**src/rtl/coord_link_pkg.sv**
```systemverilog
// Shared constants for the host coordinate link frame (header bytes, frame size,
// checksum span) and the frame FSM state type used by the transmit side.
package coord_link_pkg;

    localparam logic [7:0] HDR0_DEF    = 8'hAA;
    localparam logic [7:0] HDR1_DEF    = 8'h55;
    localparam int         FRAME_BYTES = 16;
    localparam int         CHK_FIRST   = 2;
    localparam int         CHK_LAST    = 14;
    localparam int         IDX_W       = 4;
    localparam int         BAUD_CNT_W  = 16;

    typedef enum logic [2:0] {
        FS_IDLE = 3'd0,
        FS_SEND = 3'd1,
        FS_WAIT = 3'd2,
        FS_LAST = 3'd3,
        FS_DONE = 3'd4
    } frame_state_t;

endpackage

```
**src/rtl/uart_byte_tx.sv**
```systemverilog
// 8N1 byte serialiser. A start request in the final stop-bit cycle chains the
// next byte with no idle gap; last_cycle gives the frame FSM one cycle of warning.
import coord_link_pkg::*;

module uart_byte_tx #(
    parameter int DIV = 434
) (
    input  logic       clk,
    input  logic       rst_n,
    input  logic       start,
    input  logic [7:0] data,
    output logic       tx,
    output logic       busy,
    output logic       last_cycle
);

    localparam logic [BAUD_CNT_W-1:0] CNT_MAX = BAUD_CNT_W'(DIV - 1);
    localparam logic [BAUD_CNT_W-1:0] CNT_PRE = BAUD_CNT_W'(DIV - 2);
    localparam logic [3:0]            BIT_D7   = 4'd8;
    localparam logic [3:0]            BIT_STOP = 4'd9;

    if (DIV < 2 || DIV > 65535) begin : g_bad_div
        $error("uart_byte_tx: DIV=%0d outside the supported range 2..65535", DIV);
    end

    logic [BAUD_CNT_W-1:0] r_cnt;
    logic [3:0]            r_bit;
    logic [7:0]            r_shift;
    logic                  r_tx;
    logic                  r_busy;

    always_ff @(posedge clk or negedge rst_n) begin
        if (!rst_n) begin
            r_cnt   <= '0;
            r_bit   <= '0;
            r_shift <= '0;
            r_tx    <= 1'b1;
            r_busy  <= 1'b0;
        end else if (start) begin
            r_shift <= data;
            r_cnt   <= '0;
            r_bit   <= '0;
            r_tx    <= 1'b0;
            r_busy  <= 1'b1;
        end else if (r_busy) begin
            if (r_cnt == CNT_MAX) begin
                r_cnt <= '0;
                if (r_bit == BIT_STOP) begin
                    r_busy <= 1'b0;
                    r_tx   <= 1'b1;
                    r_bit  <= '0;
                end else begin
                    r_bit <= r_bit + 4'd1;
                    // Leaving bit k (k<8) puts data bit k on the line; leaving d7 starts the stop bit.
                    if (r_bit == BIT_D7) begin
                        r_tx <= 1'b1;
                    end else begin
                        r_tx    <= r_shift[0];
                        r_shift <= {1'b0, r_shift[7:1]};
                    end
                end
            end else begin
                r_cnt <= r_cnt + 1'b1;
            end
        end
    end

    assign tx         = r_tx;
    assign busy       = r_busy;
    assign last_cycle = r_busy && (r_bit == BIT_STOP) && (r_cnt == CNT_PRE);

endmodule

```
**src/rtl/coord_uart_tx.sv**
```systemverilog
// Coordinate frame transmitter: latches x/y/z/status on accept and sends
// HDR0 HDR1 x y z status CHK (MSB byte first) as one gap-free 8N1 burst.
import coord_link_pkg::*;

module coord_uart_tx #(
    parameter int         CLK_FREQ = 50_000_000,
    parameter int         BAUD     = 115_200,
    parameter logic [7:0] HDR0     = HDR0_DEF,
    parameter logic [7:0] HDR1     = HDR1_DEF
) (
    input  logic        clk,
    input  logic        rst_n,
    input  logic        send,
    input  logic [31:0] x,
    input  logic [31:0] y,
    input  logic [31:0] z,
    input  logic [7:0]  status,
    output logic        tx,
    output logic        busy,
    output logic        done
);

    // state | meaning
    // IDLE  | line idle, send accepted (operands latched on the accept edge)
    // SEND  | hand byte idx to the serialiser, fold it into CHK when in range
    // WAIT  | serialiser shifting byte idx
    // LAST  | final stop-bit cycle of byte 15
    // DONE  | done pulse; send accepted here too

    localparam int                DIV          = CLK_FREQ / BAUD;
    localparam logic [IDX_W-1:0]  IDX_CHK_LO   = IDX_W'(CHK_FIRST);
    localparam logic [IDX_W-1:0]  IDX_CHK_HI   = IDX_W'(CHK_LAST);
    localparam logic [IDX_W-1:0]  IDX_LAST     = IDX_W'(FRAME_BYTES - 1);

    frame_state_t     r_state;
    frame_state_t     w_state_nxt;
    logic [IDX_W-1:0] r_idx;
    logic [IDX_W-1:0] w_idx_nxt;
    logic [7:0]       r_chk;
    logic [7:0]       w_chk_nxt;
    logic [31:0]      r_x;
    logic [31:0]      r_y;
    logic [31:0]      r_z;
    logic [7:0]       r_status;
    logic [7:0]       w_byte;
    logic             w_accept;
    logic             w_start;
    logic             w_ser_busy;
    logic             w_ser_last;

    always_ff @(posedge clk or negedge rst_n) begin
        if (!rst_n) begin
            r_state  <= FS_IDLE;
            r_idx    <= '0;
            r_chk    <= '0;
            r_x      <= '0;
            r_y      <= '0;
            r_z      <= '0;
            r_status <= '0;
        end else begin
            r_state <= w_state_nxt;
            r_idx   <= w_idx_nxt;
            r_chk   <= w_chk_nxt;
            if (w_accept) begin
                r_x      <= x;
                r_y      <= y;
                r_z      <= z;
                r_status <= status;
            end
        end
    end

    always_comb begin
        w_byte = 8'h00;
        case (r_idx)
            4'd0:    w_byte = HDR0;
            4'd1:    w_byte = HDR1;
            4'd2:    w_byte = r_x[31:24];
            4'd3:    w_byte = r_x[23:16];
            4'd4:    w_byte = r_x[15:8];
            4'd5:    w_byte = r_x[7:0];
            4'd6:    w_byte = r_y[31:24];
            4'd7:    w_byte = r_y[23:16];
            4'd8:    w_byte = r_y[15:8];
            4'd9:    w_byte = r_y[7:0];
            4'd10:   w_byte = r_z[31:24];
            4'd11:   w_byte = r_z[23:16];
            4'd12:   w_byte = r_z[15:8];
            4'd13:   w_byte = r_z[7:0];
            4'd14:   w_byte = r_status;
            default: w_byte = r_chk;
        endcase
    end

    always_comb begin
        w_state_nxt = r_state;
        w_idx_nxt   = r_idx;
        w_chk_nxt   = r_chk;
        w_accept    = 1'b0;
        w_start     = 1'b0;
        case (r_state)
            FS_IDLE, FS_DONE: begin
                w_state_nxt = FS_IDLE;
                if (send) begin
                    w_accept    = 1'b1;
                    w_state_nxt = FS_SEND;
                    w_idx_nxt   = '0;
                    w_chk_nxt   = '0;
                end
            end
            FS_SEND: begin
                w_start     = 1'b1;
                w_state_nxt = FS_WAIT;
                if (r_idx >= IDX_CHK_LO && r_idx <= IDX_CHK_HI) begin
                    w_chk_nxt = r_chk + w_byte;
                end
            end
            FS_WAIT: begin
                // last_cycle leads the end of the stop bit by one, so SEND lands in its final cycle.
                if (w_ser_last) begin
                    if (r_idx == IDX_LAST) begin
                        w_state_nxt = FS_LAST;
                    end else begin
                        w_state_nxt = FS_SEND;
                        w_idx_nxt   = r_idx + 1'b1;
                    end
                end
            end
            FS_LAST: begin
                w_state_nxt = FS_DONE;
            end
            default: begin
                w_state_nxt = FS_IDLE;
            end
        endcase
    end

    uart_byte_tx #(
        .DIV (DIV)
    ) u_byte_tx (
        .clk        (clk),
        .rst_n      (rst_n),
        .start      (w_start),
        .data       (w_byte),
        .tx         (tx),
        .busy       (w_ser_busy),
        .last_cycle (w_ser_last)
    );

    assign busy = (r_state == FS_SEND) || (r_state == FS_WAIT) || (r_state == FS_LAST);
    assign done = (r_state == FS_DONE);

endmodule
```
**config.mk**
```make
export PLATFORM = sky130hd
export DESIGN_NAME = coord_uart_tx
export DESIGN_NICKNAME = d
export VERILOG_FILES = /design/src/rtl/coord_link_pkg.sv /design/src/rtl/uart_byte_tx.sv /design/src/rtl/coord_uart_tx.sv
export SDC_FILE = /design/constraint.sdc
export NUM_CORES = 1
export LEC_CHECK = 0
export BUFFER_PORTS_ARGS = -buffer_cell sky130_fd_sc_hd__clkbuf_2
export CAP_MARGIN = 20
export CORE_MARGIN = 3
export CORE_UTILIZATION = 35
export DETAILED_ROUTE_END_ITERATION = 8
export SLEW_MARGIN = 20
export SYNTH_ARGS = -nofsm -noshare
export SYNTH_HDL_FRONTEND = slang
export SYNTH_SLANG_ARGS = --single-unit
```
**constraint.sdc**
```tcl
create_clock -name clk -period 4.85 [get_ports clk]
set_clock_uncertainty 0.2 [all_clocks]
set_input_delay 1.2125 -clock clk [delete_from_list [all_inputs] [get_ports clk]]
set_output_delay 1.2125 -clock clk [all_outputs]
set_load 0.02 [all_outputs]
```
==> impl_metrics.ini <==
[outcome]
status = completed

[global_routing]
antenna_found_initial = 0
grt_max_degree = 102
first_global_vias = 6036
grt_pass1_wl_um = 32500
grtUsageTotal = 0.175
overflow = 0

[critical_path]
r2r-start = r_idx[1]
worstPathRequired_ns = 4.98
worst_path_largest_cell_delay_ns = 0.54
critical_path.endpoint_type = flop
path_max_fanout = 27
crit_buf_inv = 2
critPathArrivalTime_ns = 4.23
crit_end = r_chk[6]
crit_path_start_kind = flop
crit_slowest_cell = ha_1
reg2reg_to = r_chk[6]
r2r_slack_ns = 0.75
cp.depth = 14
cp_cell_sequence = inv_1 > ha_1 > or2_2 > or2_2 > a41oi_1 > ha_1 > inv_1 > fa_1 > nor2b_1 > o21ai_0 > a21oi_1 > o21a_1 > nor3_1 > o31ai_1
critPathKind = flop to flop
startpoint = r_idx[1]
path_delay_family = adder cells
r2r_cells = 14

[die]
start_util = 0.362
ios = 110
rows = 52
die_h_um = 152
die_w_um = 152
core_area_um2 = 20600
die-area_um2 = 23100

[route]
drc_errors = 0
wire_per_inst_um = 16.2
num_vias = 6254
wl_um = 20200
drt_pass1_iterations = 7
drtIter0Drc = 418
viasPerCell = 5.02
ant_nets = 0

[timing]
drv_slew = 0
max_freq_mhz = 244
min_period_ns = 4.10
period_share = 0.846
rsz0062_at_grt = no
slew_headroom = 0.324
fin_ws_ns = 0.745
setup_tns_ns = 0
final-hold-violation-count = 0
worst_pin_slew_ns = 1.01
setup_viol = 0

[clock_network]
post_cts_buffers = 0
holdBufCountCts = 0
clk_path_buf_depth = 2
cts.sinks = 149
cts.repair.resized = 0
clockRootBuffer = clkbuf_16
path_clk_slew_ns = 0.06
numCtsBuffers = 17
clkLatencyLatePin_ns = 0.43
h-tree-depth = 4
cts_tree = built

[flow_run]
drv_cap = 0

[yosys]
synth_nets = 1003
async_flop_share = 1.00
syn_avg_cell_area_um2 = 8.51
synth_cells = 878
synth_seq_area_share = 0.499
synth_area_um2 = 7470
synth_top_flop_cell = dfrtp_1
ys_ff_latch = 149
synth_cell_types = 60
synth_edf_count = 0
ys_warn_count = 0

[placed_design]
post-dp-hpwl_um = 14500
place_ws_ns = 0.791
port_buffers = 109
gp_congestion = 0.893

[power]
powerDensity_nw_per_um2 = 307
leakage_nw = 4.62
vdd_drop_max_v = 0.000194

[final_layout]
ff_latch_area_um2 = 3730
fill_cells = 2045
area_growth_pct = 18.7
antenna_cells = 0
finalNetCount = 1089
drive_above_1_share = 0.174
multiInputGateArea_um2 = 3470

[min_path]
holdCritPathClass = flop to flop
-- cell usage in the layout, fill, tap and decap left out, types with 4 or more instances in the layout --
master and count:
nand2_1 347, dfrtp_1 148, clkbuf_2 108, o21ai_0 40, nand3_1 37, nor2_1 32
inv_1 20, a21oi_1 19, ha_1 17, clkbuf_16 17, a22o_1 14, a22oi_1 14
buf_4 10, a211oi_1 9, a222oi_1 9, nor2b_1 8, nor3_1 8, a21o_1 7
xor2_1 7, nand4_1 6, a31oi_1 5, a221oi_1 5, xnor2_1 5, and3_1 4
o21a_1 4, o31ai_1 4, or3b_2 4, inv_6 4
-- synthesized netlist by cell type, types with 6 or more instances --
master / number / share of area
a22oi_1: 14 / 0.014
a22o_1: 14 / 0.016
dfrtp_1: 148 / 0.50
nor2b_1: 8 / 0.0067
nor2_1: 32 / 0.016
a21oi_1: 19 / 0.013
clkbuf_1: 30 / 0.015
buf_2: 13 / 0.0087
buf_1: 8 / 0.0040
ha_1: 17 / 0.028
a222oi_1: 9 / 0.012
a211oi_1: 9 / 0.0090
xor2_1: 7 / 0.0082
nand4_1: 6 / 0.0050
o21ai_0: 40 / 0.027
nand2_1: 348 / 0.17
nand3_1: 37 / 0.025
a21o_1: 7 / 0.0070
inv_1: 20 / 0.010
nor3_1: 8 / 0.0054
-- metrics by stage --
| stage | instance area (um2) | power, mW | utilization | instances | hold slack (ns) |
|---|---|---|---|---|---|
| 2_1_floorplan | 7470 | 1.27 | - | 878 | 0.238 |
| 3_3_place_gp | 8230 | 1.34 | 0.399 | 1215 | 0.253 |
| 3_5_place_dp | 8230 | 1.34 | 0.399 | 1215 | 0.252 |
| 4_1_cts | 8860 | 2.75 | 0.430 | 1247 | 0.267 |
| 5_1_grt | 8870 | 2.82 | 0.430 | 1247 | 0.304 |
| 6_report | 8870 | 2.72 | 0.430 | 1247 | 0.268 |
-- final cells by class --
cell class,instances,share of cell area
well taps,270,0.0381
inverters,20,0.00846
multi-input cells,657,0.391
flip-flops and latches,149,0.420
clock inverters,12,0.0186
repair buffers,119,0.0706
clock buffers,20,0.0526
-- per-layer routing --
metal | GRT usage | part of all wire
met2 | 0.275 | 0.47
met3 | 0.0375 | 0.045
met5 | 0 | 0
met1 | 0.245 | 0.46
met4 | 0.0488 | 0.018
-- how the worst min path moves through the flow --
stage	cells after the start	from	slack [ns]	to
6_report	2	u_byte_tx.r_shift[1]	0.27	u_byte_tx.r_shift[0]
3_3_place_gp	2	u_byte_tx.r_shift[1]	0.25	u_byte_tx.r_shift[0]
3_5_place_dp	2	u_byte_tx.r_shift[1]	0.25	u_byte_tx.r_shift[0]
5_1_grt	2	r_z[14]	0.30	r_z[14]
4_1_cts	2	u_byte_tx.r_shift[1]	0.27	u_byte_tx.r_shift[0]
2_1_floorplan	2	r_y[23]	0.24	r_y[23]
-- where the power goes --
group	switching, mW	total [mW]	internal, mW
combinational	0.0356	0.0678	0.0322
sequential	0	1.24	1.24
clock	0.549	1.41	0.861
total	0.584	2.72	2.14
-- tightest hold or removal path: stages, from the launching register on --
cell	delay, ns
dfrtp_1	0.34
nand2_1	0.05
nand2_1	0.05
-- kinds of logic after synthesis --
logic type      Yosys count  synth area share
fa+ha+maj                18            0.0311
buf+inv                  72            0.0388
simple gates            473             0.270
compound gates          149             0.140
mux                       5           0.00703
xor+xnor                 12            0.0141
flops                   149             0.499
-- sequential cells by signal, indices dropped and copies added, names as in the netlist --
name,count
r_x,32
r_state,3
u_byte_tx.tx,1
r_y,32
r_idx,4
r_chk,8
u_byte_tx.busy,1
u_byte_tx.r_bit,4
r_z,32
r_status,8
u_byte_tx.r_cnt,16
u_byte_tx.r_shift,8
Note: power is estimated with default switching activity, not from simulation.
